[src/rtl/agc_pkg.sv]
// agc_pkg: shared FSM state type and gain-word constants for the AGC gain controller.
package agc_pkg;
   typedef enum logic [1:0] {IDLE, MEASURE, DECIDE, SETTLE} agc_state_t;
   localparam logic [3:0] SHIFT_NONE = 4'd8;
   localparam logic [3:0] MULT_MIN = 4'd0;
   localparam logic [3:0] MULT_MAX = 4'd15;
   localparam logic [7:0] GAIN_CTRL_RST = {MULT_MIN, SHIFT_NONE};
endpackage

[src/rtl/agc_gain_controller_if.sv]
// agc_gain_controller_if: scaler monitor stream into the AGC and gain word back out to the scaler.
interface agc_gain_controller_if #(parameter int DATA_WIDTH = 32);
   logic [DATA_WIDTH-1:0] mon_sample;
   logic mon_valid;
   logic [7:0] gain_control;
   logic gain_update;
   modport master (output mon_sample, mon_valid, input gain_control, gain_update);
   modport slave (input mon_sample, mon_valid, output gain_control, gain_update);
endinterface

[src/rtl/abs_peak_detector.sv]
// abs_peak_detector: saturating two's-complement magnitude and running max with clear priority.
// With AGC_FAST_ATTACK_EN a full-scale flag for the current sample is exported.
module abs_peak_detector #(
   parameter int DATA_WIDTH = 32
) (
   input  logic clk,
   input  logic rst,
   input  logic clr,
   input  logic valid,
   input  logic [DATA_WIDTH-1:0] sample,
   output logic [DATA_WIDTH-2:0] peak
`ifdef AGC_FAST_ATTACK_EN
   , output logic sat
`endif
);
   logic [DATA_WIDTH-1:0] neg;
   logic [DATA_WIDTH-2:0] mag;
   assign neg = -sample;
   // only the most-negative input still has its sign bit set after negation
   assign mag = !sample[DATA_WIDTH-1] ? sample[DATA_WIDTH-2:0] : neg[DATA_WIDTH-1] ? '1 : neg[DATA_WIDTH-2:0];
`ifdef AGC_FAST_ATTACK_EN
   assign sat = &mag;
`endif
   always_ff @(posedge clk or posedge rst) begin
      if (rst)
         peak <= '0;
      else if (clr)
         peak <= '0;
      else if (valid && mag > peak)
         peak <= mag;
   end
endmodule

[src/rtl/agc_gain_controller.sv]
// agc_gain_controller: closed-loop AGC stepping the scaler mult code from the windowed peak |sample|.
// Optional AGC_FAST_ATTACK_EN: a full-scale sample halves the mult code at once and aborts the window.
module agc_gain_controller
   import agc_pkg::*;
#(
   parameter int DATA_WIDTH = 32,
   parameter int WIN_LOG2 = 10,
   parameter int SETTLE_CYC = 16
) (
   input  logic clk,
   input  logic rst,
   agc_gain_controller_if.slave m,
   input  logic agc_enable,
   input  logic [7:0] manual_gain,
   input  logic [DATA_WIDTH-2:0] thr_hi,
   input  logic [DATA_WIDTH-2:0] thr_lo,
   output logic [DATA_WIDTH-2:0] peak_out,
   output logic [1:0] agc_state,
   output logic locked
);
   localparam int SW = $clog2(SETTLE_CYC + 1);
   agc_state_t state;
   logic [3:0] mult_q, mult_d;
   logic [WIN_LOG2-1:0] cnt;
   logic [SW-1:0] scnt;
   logic [DATA_WIDTH-2:0] peak;
   logic [7:0] gc_q, gc_d;
   logic upd_q, cfg_ok, go_dn, go_up, shift_chg, fast, clr, meas;
`ifdef AGC_FAST_ATTACK_EN
   logic sat;
`endif
   assign agc_state = state;
   assign m.gain_control = gc_q;
   assign m.gain_update = upd_q;
   assign meas = agc_enable && state == MEASURE;
   abs_peak_detector #(.DATA_WIDTH(DATA_WIDTH)) u_peak (
      .clk(clk),
      .rst(rst),
      .clr(clr),
      .valid(meas && m.mon_valid),
      .sample(m.mon_sample),
      .peak(peak)
`ifdef AGC_FAST_ATTACK_EN
      , .sat(sat)
`endif
   );
   always_comb begin
      cfg_ok = thr_lo < thr_hi;
      go_dn = cfg_ok && peak > thr_hi && mult_q != MULT_MIN;
      go_up = cfg_ok && peak < thr_lo && mult_q != MULT_MAX;
      shift_chg = manual_gain[3:0] != gc_q[3:0];
`ifdef AGC_FAST_ATTACK_EN
      fast = meas && m.mon_valid && sat && mult_q != MULT_MIN;
`else
      fast = 1'b0;
`endif
      mult_d = fast ? mult_q >> 1 : state != DECIDE ? mult_q : go_dn ? mult_q - 4'd1 : go_up ? mult_q + 4'd1 : mult_q;
      gc_d = (!agc_enable || state == IDLE) ? manual_gain : {mult_d, manual_gain[3:0]};
      // a host shift change restarts the window since earlier samples saw the old scaling
      clr = !meas || shift_chg || fast;
   end
   always_ff @(posedge clk or posedge rst) begin
      if (rst) begin
         state <= IDLE;
         mult_q <= MULT_MIN;
         cnt <= '0;
         scnt <= '0;
         gc_q <= GAIN_CTRL_RST;
         upd_q <= 1'b0;
         peak_out <= '0;
         locked <= 1'b0;
      end else begin
         gc_q <= gc_d;
         upd_q <= gc_d != gc_q;
         cnt <= '0;
         scnt <= '0;
         if (!agc_enable) begin
            state <= IDLE;
            locked <= 1'b0;
         end else begin
            mult_q <= mult_d;
            case (state)
               IDLE: begin
                  mult_q <= manual_gain[7:4];
                  state <= MEASURE;
               end
               MEASURE: begin
                  cnt <= (fast || shift_chg) ? '0 : cnt + WIN_LOG2'(m.mon_valid);
                  state <= fast ? SETTLE : (!shift_chg && m.mon_valid && &cnt) ? DECIDE : MEASURE;
                  if (fast) begin
                     peak_out <= '1;
                     locked <= 1'b0;
                  end
               end
               DECIDE: begin
                  peak_out <= peak;
                  locked <= !(go_dn || go_up);
                  state <= (go_dn || go_up) ? SETTLE : MEASURE;
               end
               default: begin
                  scnt <= scnt + SW'(1);
                  state <= scnt == SW'(SETTLE_CYC - 1) ? MEASURE : SETTLE;
               end
            endcase
         end
      end
   end
endmodule

[src/flat_wrapper.sv]
// flat-port wrapper written by rule: the top's interface ports become plain ports
module agc_gain_controller_flat import agc_pkg::*;
#(
   parameter int DATA_WIDTH = 32,
   parameter int WIN_LOG2 = 10,
   parameter int SETTLE_CYC = 16
)
  (clk, rst, agc_enable, manual_gain, thr_hi, thr_lo, peak_out, agc_state, locked, m_mon_sample, m_mon_valid, m_gain_control, m_gain_update);
  agc_gain_controller_if #(.DATA_WIDTH(DATA_WIDTH)) m_i ();
  input  logic clk;
  input  logic rst;
  input  logic agc_enable;
  input  logic [7:0] manual_gain;
  input  logic [DATA_WIDTH-2:0] thr_hi;
  input  logic [DATA_WIDTH-2:0] thr_lo;
  output logic [DATA_WIDTH-2:0] peak_out;
  output logic [1:0] agc_state;
  output logic locked;
  input wire logic [$bits(m_i.mon_sample)-1:0] m_mon_sample;
  input wire logic [$bits(m_i.mon_valid)-1:0] m_mon_valid;
  output wire logic [$bits(m_i.gain_control)-1:0] m_gain_control;
  output wire logic [$bits(m_i.gain_update)-1:0] m_gain_update;
  assign m_i.mon_sample = m_mon_sample;
  assign m_i.mon_valid = m_mon_valid;
  assign m_gain_control = m_i.gain_control;
  assign m_gain_update = m_i.gain_update;
  agc_gain_controller #(.DATA_WIDTH(DATA_WIDTH), .WIN_LOG2(WIN_LOG2), .SETTLE_CYC(SETTLE_CYC)) u_core (.clk(clk), .rst(rst), .m(m_i), .agc_enable(agc_enable), .manual_gain(manual_gain), .thr_hi(thr_hi), .thr_lo(thr_lo), .peak_out(peak_out), .agc_state(agc_state), .locked(locked));
endmodule
[config.mk]
export PLATFORM = sky130hd
export DESIGN_NAME = agc_gain_controller_flat
export DESIGN_NICKNAME = d
export VERILOG_FILES = /design/src/rtl/agc_pkg.sv /design/src/rtl/agc_gain_controller_if.sv /design/src/rtl/abs_peak_detector.sv /design/src/rtl/agc_gain_controller.sv /design/src/flat_wrapper.sv
export SDC_FILE = /design/constraint.sdc
export NUM_CORES = 1
export LEC_CHECK = 0
export ABC_AREA = 1
export BUFFER_PORTS_ARGS = -buffer_cell sky130_fd_sc_hd__buf_2
export CORE_UTILIZATION = 59
export CTS_BUF_LIST = sky130_fd_sc_hd__clkbuf_8
export DETAILED_ROUTE_END_ITERATION = 6
export PLACE_DENSITY = 0.93
export SLEW_MARGIN = 20
export SYNTH_ARGS = -nofsm -noshare
export SYNTH_HDL_FRONTEND = slang
export SYNTH_SLANG_ARGS = --single-unit
[constraint.sdc]
create_clock -name clk -period 3.31 [get_ports clk]
set_input_delay 0.1655 -clock clk [delete_from_list [all_inputs] [get_ports clk]]
set_output_delay 0.1655 -clock clk [all_outputs]
set_load 0.05 [all_outputs]
Word-level counts from Yosys, hierarchy flattened
Cells that the tools add are included.
W data, S select, Z words.

storage, ports and cells
  register bits after elaboration = 93
  word-level logic and storage cells = 69

cells by class
  add/sub/neg operators = 5
  $lt $le $gt $ge = 4
  equal/unequal tests = 8
  multiplexer cells = 21
  reduce and logical (&&, ||, !) cells = 22

operators by type and width
  kind                   count
  $mux W31               4
  $gt A31 B31 Y1         2
  $lt A31 B31 Y1         2
  $neg A32 Y32           1
  $mux W10               3
  $mux W4                4
  $add A10 B1 Y10        1
  $mux W5                2
  $reduce_and A10 Y1     1
  $logic_and A1 B1 Y1    9
  $mux W2                4
  $mux W8                1
  $ne A8 B8 Y1           1
  $pmux W2 S3            1
  $add A5 B1 Y5 const B  1
  $eq A5 B4 Y1 const B   1
  $add A4 B1 Y4 const B  1
  $logic_not A1 Y1       4
  $ne A4 B4 Y1           1
  $ne A4 B4 Y1 const B   1
  $reduce_bool A4 Y1     1
  $sub A4 B1 Y4 const B  1
  $logic_or A1 B1 Y1     3
  $reduce_or A3 Y1       1
  other kinds (8)        9

Longest topological paths before layout
Gate-level depths: netlist (run 1).

  depth after elaboration = 8
  mapped depth = 28
  gate-level depth less buffers = 26

Cells and area by module
From an unflattened synthesis (run 1), not the netlist that was laid out.

unflattened totals
  cells, all modules = 1,271
  area, all modules = 8,904.8 µm²

by module, submodules not included
  module               times used  cells an instance  area an instance (µm²)  sequential area each (µm²)
  agc_gain_controller  1           712                5,403.9                 1,552.7
  abs_peak_detector    1           559                3,500.9                 775.7

Worst setup path before layout (run 1)
No wires, ideal clock.

  path type = input to register
  from = input m_mon_sample[3]
  to = register u_core.u_peak.peak[30]
  setup time = 0.135 ns
  data arrival time = 3.189 ns
  slack = -0.013 ns
  cell stages on the path = 28
  path buffers = 2
  cell sequence = nor2_2 -> nand4_1 -> nor3_2 -> nand2_1 -> nor3_4 -> inv_2 -> nor2_4 -> nand3b_2 -> inv_2 -> nand2_4 -> nor2_8 -> inv_2 -> buf_6 -> nand2_2 -> ha_1 -> a21oi_1 -> o21ai_1 -> a21oi_1 -> o21ai_1 -> a21oi_1 -> o21ai_1 -> nand3_1 -> nand2_1 -> nand2_1 -> nor2_2 -> inv_1 -> buf_1 -> o21ai_0

between the ends
  longest elaborated chain between the ends = 6
  elaborated cells on any way between the ends = 8

ends and longest elaborated chain
  what                                 line                     RTL
  start, declared                      flat_wrapper.sv:19       input wire logic [$bits(m_i.mon_sample)-1:0] m_mon_sample;
  $neg A32 Y32                         abs_peak_detector.sv:18  assign neg = -sample;
  $mux W31                             abs_peak_detector.sv:20  assign mag = !sample[DATA_WIDTH-1] ? sample[DATA_WIDTH-2:0] : neg[DATA_WIDTH-1] ? '1 : neg[DATA_WIDTH-2:0];
  $mux W31 (*)                         abs_peak_detector.sv:20
  $gt A31 B31 Y1                       abs_peak_detector.sv:29  else if (valid && mag > peak)
  $logic_and A1 B1 Y1                  abs_peak_detector.sv:29
  $reduce_bool A2 Y1 (no source line)  n/a
  end signal, assigned                 abs_peak_detector.sv:30  peak <= mag;
  end, declared                        abs_peak_detector.sv:11  output logic [DATA_WIDTH-2:0] peak

Every way passes the cells marked *; elsewhere a longest branch is shown, timed or not. The select of a mux whose other input is x is not followed.
A chain may end at the register's enable or synchronous reset.

Final worst setup path (run 1)
  from = input m_mon_sample[3]
  to = register u_core.u_peak.peak[20]

Same word-level chain as after synthesis.

==> metrics.txt, run 1 <==
DIE HEIGHT 121 um; Synthesis Warnings 0; TritonCTS clock tree built; # IOs 149; async set or reset register ratio after synthesis 100%; worst-case clock skew 0.0160 ns; M1 WL 10200 um; internal power 1.82 mW; Synth Area in Simple Gates 30.0%; Synth Area in Compound Gates 9.39%; Synth area leaders dfrtp_1, ha_1, nand2_1; All-Layer GR Usage 32.9%; Worst VDD drop 0.000192 V; mean routed wirelength per cell 15.6 um; Finish-stage setup viols 0; Clk Tree Root Cell clkbuf_8; hold slack final 0.0383 ns; # Max-Cap Violations 0; kind of critical path primary input to register; post-route ant nets 0; Gate power share 28.0%; worst path arrival time 3.53 ns; CTS Buf Count 9; CP required 3.60 ns; die width 121 um; placer's final routability congestion estimate 0.963; hpwl dp 18300 um; Period Utilization, post-route 97.9%; final setup margin 0.0703 ns; via/cell ratio 5.67; pre-CTS setup slack -0.348 ns; Synth Area in XOR/XNOR 2.20%; distinct cell type count after synthesis 47; die area 14600 um2; Hold Crit Class primary input to register; Slew headroom 43.9%; most common cell in the netlist nand2_1; reg2reg setup slack 0.68 ns; Yosys reg bits 93; Mapped Area 8350 um2; Core Box Area 13800 um2; met3 WL post-DR 2150 um; min Tclk post-route 3.24 ns; post-synthesis adder-cell area fraction 19.3%; DRT iter0 DRCs 1033; FP Rows 43; ant diodes 0; Sink Count 93; final hold vios 0; Max Clock Freq 0.309 GHz; sequential power share 43.0%; Setup crit start kind primary input; H-tree levels 3; synth-to-layout area growth 23.3%; Clock power frac 28.9%; status finished clean; clk buf depth 2; antenna violations before repair 0; Net Count, Synth 1449; Post-synth top flop dfrtp_1; fin nets 1661; Slew Viols, Final 0; Initial Utilization 60.4%; uppermost layer routed met4; first-pass GRT wire length 38300 um; # DRC 0; synthesized netlist cell count 1214; Post-synth top cells nand2_1, inv_1, ha_1; area fraction of the dominant cell type after synthesis 27.6%; net switching power 0.896 mW; met2 wire len 11700 um; Seq/Total Area, Yosys 27.9%; switching part of the total power 32.9%; Worst Tran Pin Value 0.834 ns; Via Count 9141; syn_area_per_cell 6.88 um2; total gr overflow 0; largest family of logic cells by synthesized area simple AND/OR/NAND/NOR gates; number of global-route vias before repair 8451; clk slew on worst S/H paths 0.10 ns; Yosys top cell by area dfrtp_1; drt pass-1 iters 6; Total Routed Length 25200 um; Port Buf Inserts 148; layout cells sized above 1 21.7%; CP endpoint kind register; CP max FO 8; LEAKAGE 5.93 nW; mux cell area share after synthesis 0%; Skew-Pair Late Insertion Delay 0.38 ns; Post-synth EDFFs 0; largest net degree at the start of global routing 63; RSZ-0062 raised after global routing true; cell area power density 264 nW/um2
## path summary, 6_finish.rpt
check                                      start                  endpoint  depth (start not counted)
hold reg to reg              u_core.peak_out[23]       u_core.peak_out[23]                          2
max in group asynchronous                    rst    u_core.u_peak.peak[14]                          4
min in group asynchronous                    rst            u_core.scnt[1]                          3
setup reg to reg           u_core.u_peak.peak[2]      u_core.m.gain_update                         19
hold / removal                    manual_gain[6]  u_core.m.gain_control[6]                          3
setup / recovery                 m_mon_sample[3]    u_core.u_peak.peak[20]                         27
## cell usage in the layout, fill, tap and decap left out, types with 6 or more instances in the layout
| cell type | instances |
|---|---|
| nand3_1 | 89 |
| inv_1 | 219 |
| buf_4 | 64 |
| clkbuf_8 | 10 |
| nor3_2 | 8 |
| o21ai_2 | 10 |
| xor2_1 | 16 |
| nand2_2 | 9 |
| buf_2 | 148 |
| a21oi_1 | 57 |
| dfrtp_1 | 92 |
| o21ai_1 | 12 |
| nand3_2 | 12 |
| a21oi_2 | 6 |
| o21ai_0 | 42 |
| ha_1 | 122 |
| nor2_1 | 97 |
| nand2_1 | 317 |
| nor3_1 | 11 |
## power groups by stage
stage / Combinational (mW) / Sequential, mW / Clock [mW]
after CTS: 0.697 / 1.17 / 0.779
after global placement: 0.655 / 1.19 / 0
after floorplan: 0.401 / 1.21 / 0
final: 0.762 / 1.17 / 0.787
after detailed placement: 0.682 / 1.19 / 0
after global routing: 0.846 / 1.17 / 0.831
## worst max-delay path, stage by stage
cell	delay, ns
buf_2	0.12
nor2_4	0.11
nand4_1	0.14
nor3_2	0.25
nand2_2	0.10
nor3_4	0.20
inv_2	0.07
nor2_4	0.16
nand3b_4	0.11
inv_4	0.09
nand2_8	0.07
nor2_8	0.16
inv_4	0.07
buf_12	0.13
buf_4	0.13
nand3_2	0.09
ha_1	0.17
a21oi_1	0.09
o21a_1	0.18
o221ai_1	0.20
a21oi_2	0.05
nand2_1	0.09
nand2_2	0.10
nor2_4	0.13
inv_2	0.08
buf_6	0.14
o21ai_1	0.15
## metrics by stage
step | TNS [ns] | utilization [%] | total power, mW | cells | cell area, um2
floorplan | 0 | - | 1.61 | 1214 | 8350
global placement | -6.01 | 70.3 | 1.85 | 1584 | 9720
detailed placement | -8.96 | 70.3 | 1.87 | 1584 | 9720
CTS | 0 | 72.1 | 2.65 | 1605 | 9970
global route | -2.34 | 74.5 | 2.85 | 1611 | 10300
finish | 0 | 74.5 | 2.72 | 1611 | 10300
## sequential cells by signal (all words and copies together) (netlist names)
signal and flops:
u_core.u_peak.peak 31, u_core.m.gain_control 8, u_core.cnt 10, u_core.mult_q 4, u_core.locked 1, u_core.m.gain_update 1
u_core.scnt 5, u_core.peak_out 31, u_core.agc_state 2
## repair_timing
action,in CTS,in global routing
cloned,0,0
endpoints found under the setup margin,6,31
pin swaps,0,17
resized for setup,1,66
hold buffers,5,0
endpoints found under the hold margin,50,0
setup buffers,0,6
## layer usage
metal,up-vias,global-route usage (%)
li1,4301,-
met1,4163,41.2
met2,550,55.5
met3,127,5.17
met4,0,15.2
met5,-,0
## area by class of cell
cell class                 instances  area [um2]
tap                              180         225
timing repair buffer             223        1350
inverter                         225         851
sequential                        93        2330
multi-input combinational        874        5340
fill                             924        3530
clock buffer                      10         138
clock inverter                     6        63.8
## kinds of logic (layout without fill, tap and decap cells)
group | after synthesis | in the layout
compound gates | 146 | 146
xor+xnor | 21 | 21
fa+ha+maj | 129 | 129
buf+inv | 247 | 464
flops | 93 | 93
simple gates | 578 | 578
No activity file was read; power rests on OpenSTA's default activity.
==> run 2, diff against run 1 <==
--- a/config.mk
+++ b/config.mk
@@ -7,6 +7,7 @@
 export LEC_CHECK = 0
 export ABC_AREA = 1
 export BUFFER_PORTS_ARGS = -buffer_cell sky130_fd_sc_hd__buf_2
+export CORE_ASPECT_RATIO = 1.5
 export CORE_UTILIZATION = 59
 export CTS_BUF_LIST = sky130_fd_sc_hd__clkbuf_8
 export DETAILED_ROUTE_END_ITERATION = 6
==> metrics.txt, run 2 (same netlist as run 1, synthesis figures left out) <==
status finished, violations left; failing checks design-rule violations, negative setup slack; Skew-Pair Late Insertion Delay 0.38 ns; switching part of the total power 35.0%; Port Buf Inserts 148; CTS Buf Count 9; top flop regs u_core.peak_out (31), u_core.u_peak.peak (31), u_core.cnt (10); fin area 10400 um2; Hold Crit Class primary input to register; Total Routed Length 29900 um; # Max-Cap Violations 0; LEAKAGE 5.94 nW; Core Box Area 13700 um2; die area 14600 um2; dpl cells 1551; RSZ-0062 raised after global routing true; sequential power share 41.0%; net switching power 0.999 mW; first-pass GRT wire length 40800 um; DIE HEIGHT 148 um; post-route ant nets 0; kind of critical path primary input to register; Finish-stage setup viols 29; commonest non-fill, non-tap cell in the layout nand2_1; Clk Tree Root Cell clkbuf_8; via/cell ratio 6.07; placer's final routability congestion estimate 0.903; internal power 1.86 mW; drt pass-1 iters 7; clk slew on worst S/H paths 0.11 ns; largest net degree at the start of global routing 67; Clock power frac 30.0%; mean routed wirelength per cell 18.9 um; pre-CTS setup slack -0.308 ns; Placed Area 9600 um2; Worst Tran Pin Value 0.908 ns; die width 99.2 um; number of global-route vias before repair 9027; CP endpoint kind register; # fillers 852; TritonCTS clock tree built; hold slack final 0.0324 ns; Max Clock Freq 0.291 GHz; cell area power density 275 nW/um2; layout cells sized above 1 22.4%; Initial Utilization 61.1%; Layout Cells excl Fill 1583; most frequent cells in the layout nand2_1, inv_1, buf_2; Gate power share 29.0%; Slew headroom 38.8%; worst path arrival time 3.75 ns; final hold vios 0; worst-case clock skew 0.0241 ns; DRT iter0 DRCs 1208; Sink Count 93; final setup margin -0.129 ns; H-tree levels 3; setup TNS -1.83 ns; Worst VDD drop 0.000235 V; Period Utilization, post-route 104%; FP Rows 52; CP required 3.62 ns; All-Layer GR Usage 35.0%; clk buf depth 2; CP max FO 8; Slew Viols, Final 0; hpwl dp 18700 um; # DRC 17; Setup crit start kind primary input; # IOs 149; fin nets 1650; antenna violations before repair 1; synth-to-layout area growth 24.5%; Via Count 9605; min Tclk post-route 3.44 ns; total gr overflow 0
## run 2: cell types whose count changed in the layout (fill, tap and decap cells not counted), sizes merged
cell    before  now
clkinv       4    2
diode        0    1
buf        218  206
clkbuf      10   11
inv        225  227
## run 2: cell type report
class | instances | area (um2) | area share, %
antenna | 1 | 2.50 | 0.0241
tap | 162 | 203 | 1.95
multi-input combinational | 874 | 5450 | 52.4
inverter | 225 | 853 | 8.20
clock buffer | 10 | 138 | 1.32
timing repair buffer | 212 | 1350 | 13.0
sequential | 93 | 2330 | 22.4
clock inverter | 6 | 75.1 | 0.722
## run 2: timing repair
item / 4_1_cts / 5_1_grt
endpoints found under the hold margin: 30 / 0
setup endpoints to repair: 0 / 31
gates resized for setup: 0 / 106
hold buffers: 5 / 0
setup buffers: 0 / 8
## run 2: worst paths after layout
path	slack (ns)	startpoint	cells past startpoint	to
setup reg to reg	0.21	u_core.u_peak.peak[26]	18	u_core.m.gain_update
min in group asynchronous	0.36	rst	3	u_core.m.gain_control[2]
max in group asynchronous	2.20	rst	4	u_core.u_peak.peak[17]
hold reg to reg	0.48	u_core.scnt[0]	1	u_core.scnt[0]
setup / recovery	-0.13	m_mon_sample[2]	26	u_core.u_peak.peak[24]
hold / removal	0.03	manual_gain[6]	3	u_core.m.gain_control[6]
## run 2: power groups by stage
stage | clock [mW] | combinational [mW] | sequential (mW)
6_report | 0.858 | 0.829 | 1.17
5_1_grt | 0.894 | 0.905 | 1.17
4_1_cts | 0.832 | 0.690 | 1.17
3_5_place_dp | 0 | 0.674 | 1.19
3_3_place_gp | 0 | 0.642 | 1.19
2_1_floorplan | 0 | 0.401 | 1.21
## run 2: stage by stage
stage / power (mW) / util, %
floorplan: 1.61 / -
global placement: 1.83 / 70.2
detailed placement: 1.86 / 70.2
CTS: 2.69 / 72.2
global route: 2.97 / 76.1
finish: 2.86 / 76.1
## run 2: layer usage
layer | share of wire (%) | vias to the layer above | global-route usage [%]
li1 | - | 4286 | -
met2 | 47 | 748 | 62.6
met5 | 0.043 | - | 0
met4 | 8.8 | 2 | 22.6
met3 | 10 | 262 | 5.20
met1 | 34 | 4307 | 38.4
## run 2: critical path: stages
cell       delay [ns]
buf_6            0.10
nor2_4           0.10
nand4_1          0.15
nor3_2           0.27
nand2_2          0.11
nor3_4           0.19
inv_2            0.07
nor2_4           0.16
nand3b_4         0.11
inv_4            0.09
nand2_8          0.07
nor2_8           0.20
buf_6            0.16
nor2_1           0.08
inv_1            0.12
ha_4             0.17
nand2_4          0.06
nor2_1           0.08
nand4_1          0.21
nor4_4           0.25
a31oi_2          0.17
nand2_4          0.14
buf_12           0.13
clkbuf_16        0.15
nand3_1          0.09
o21ai_1          0.13
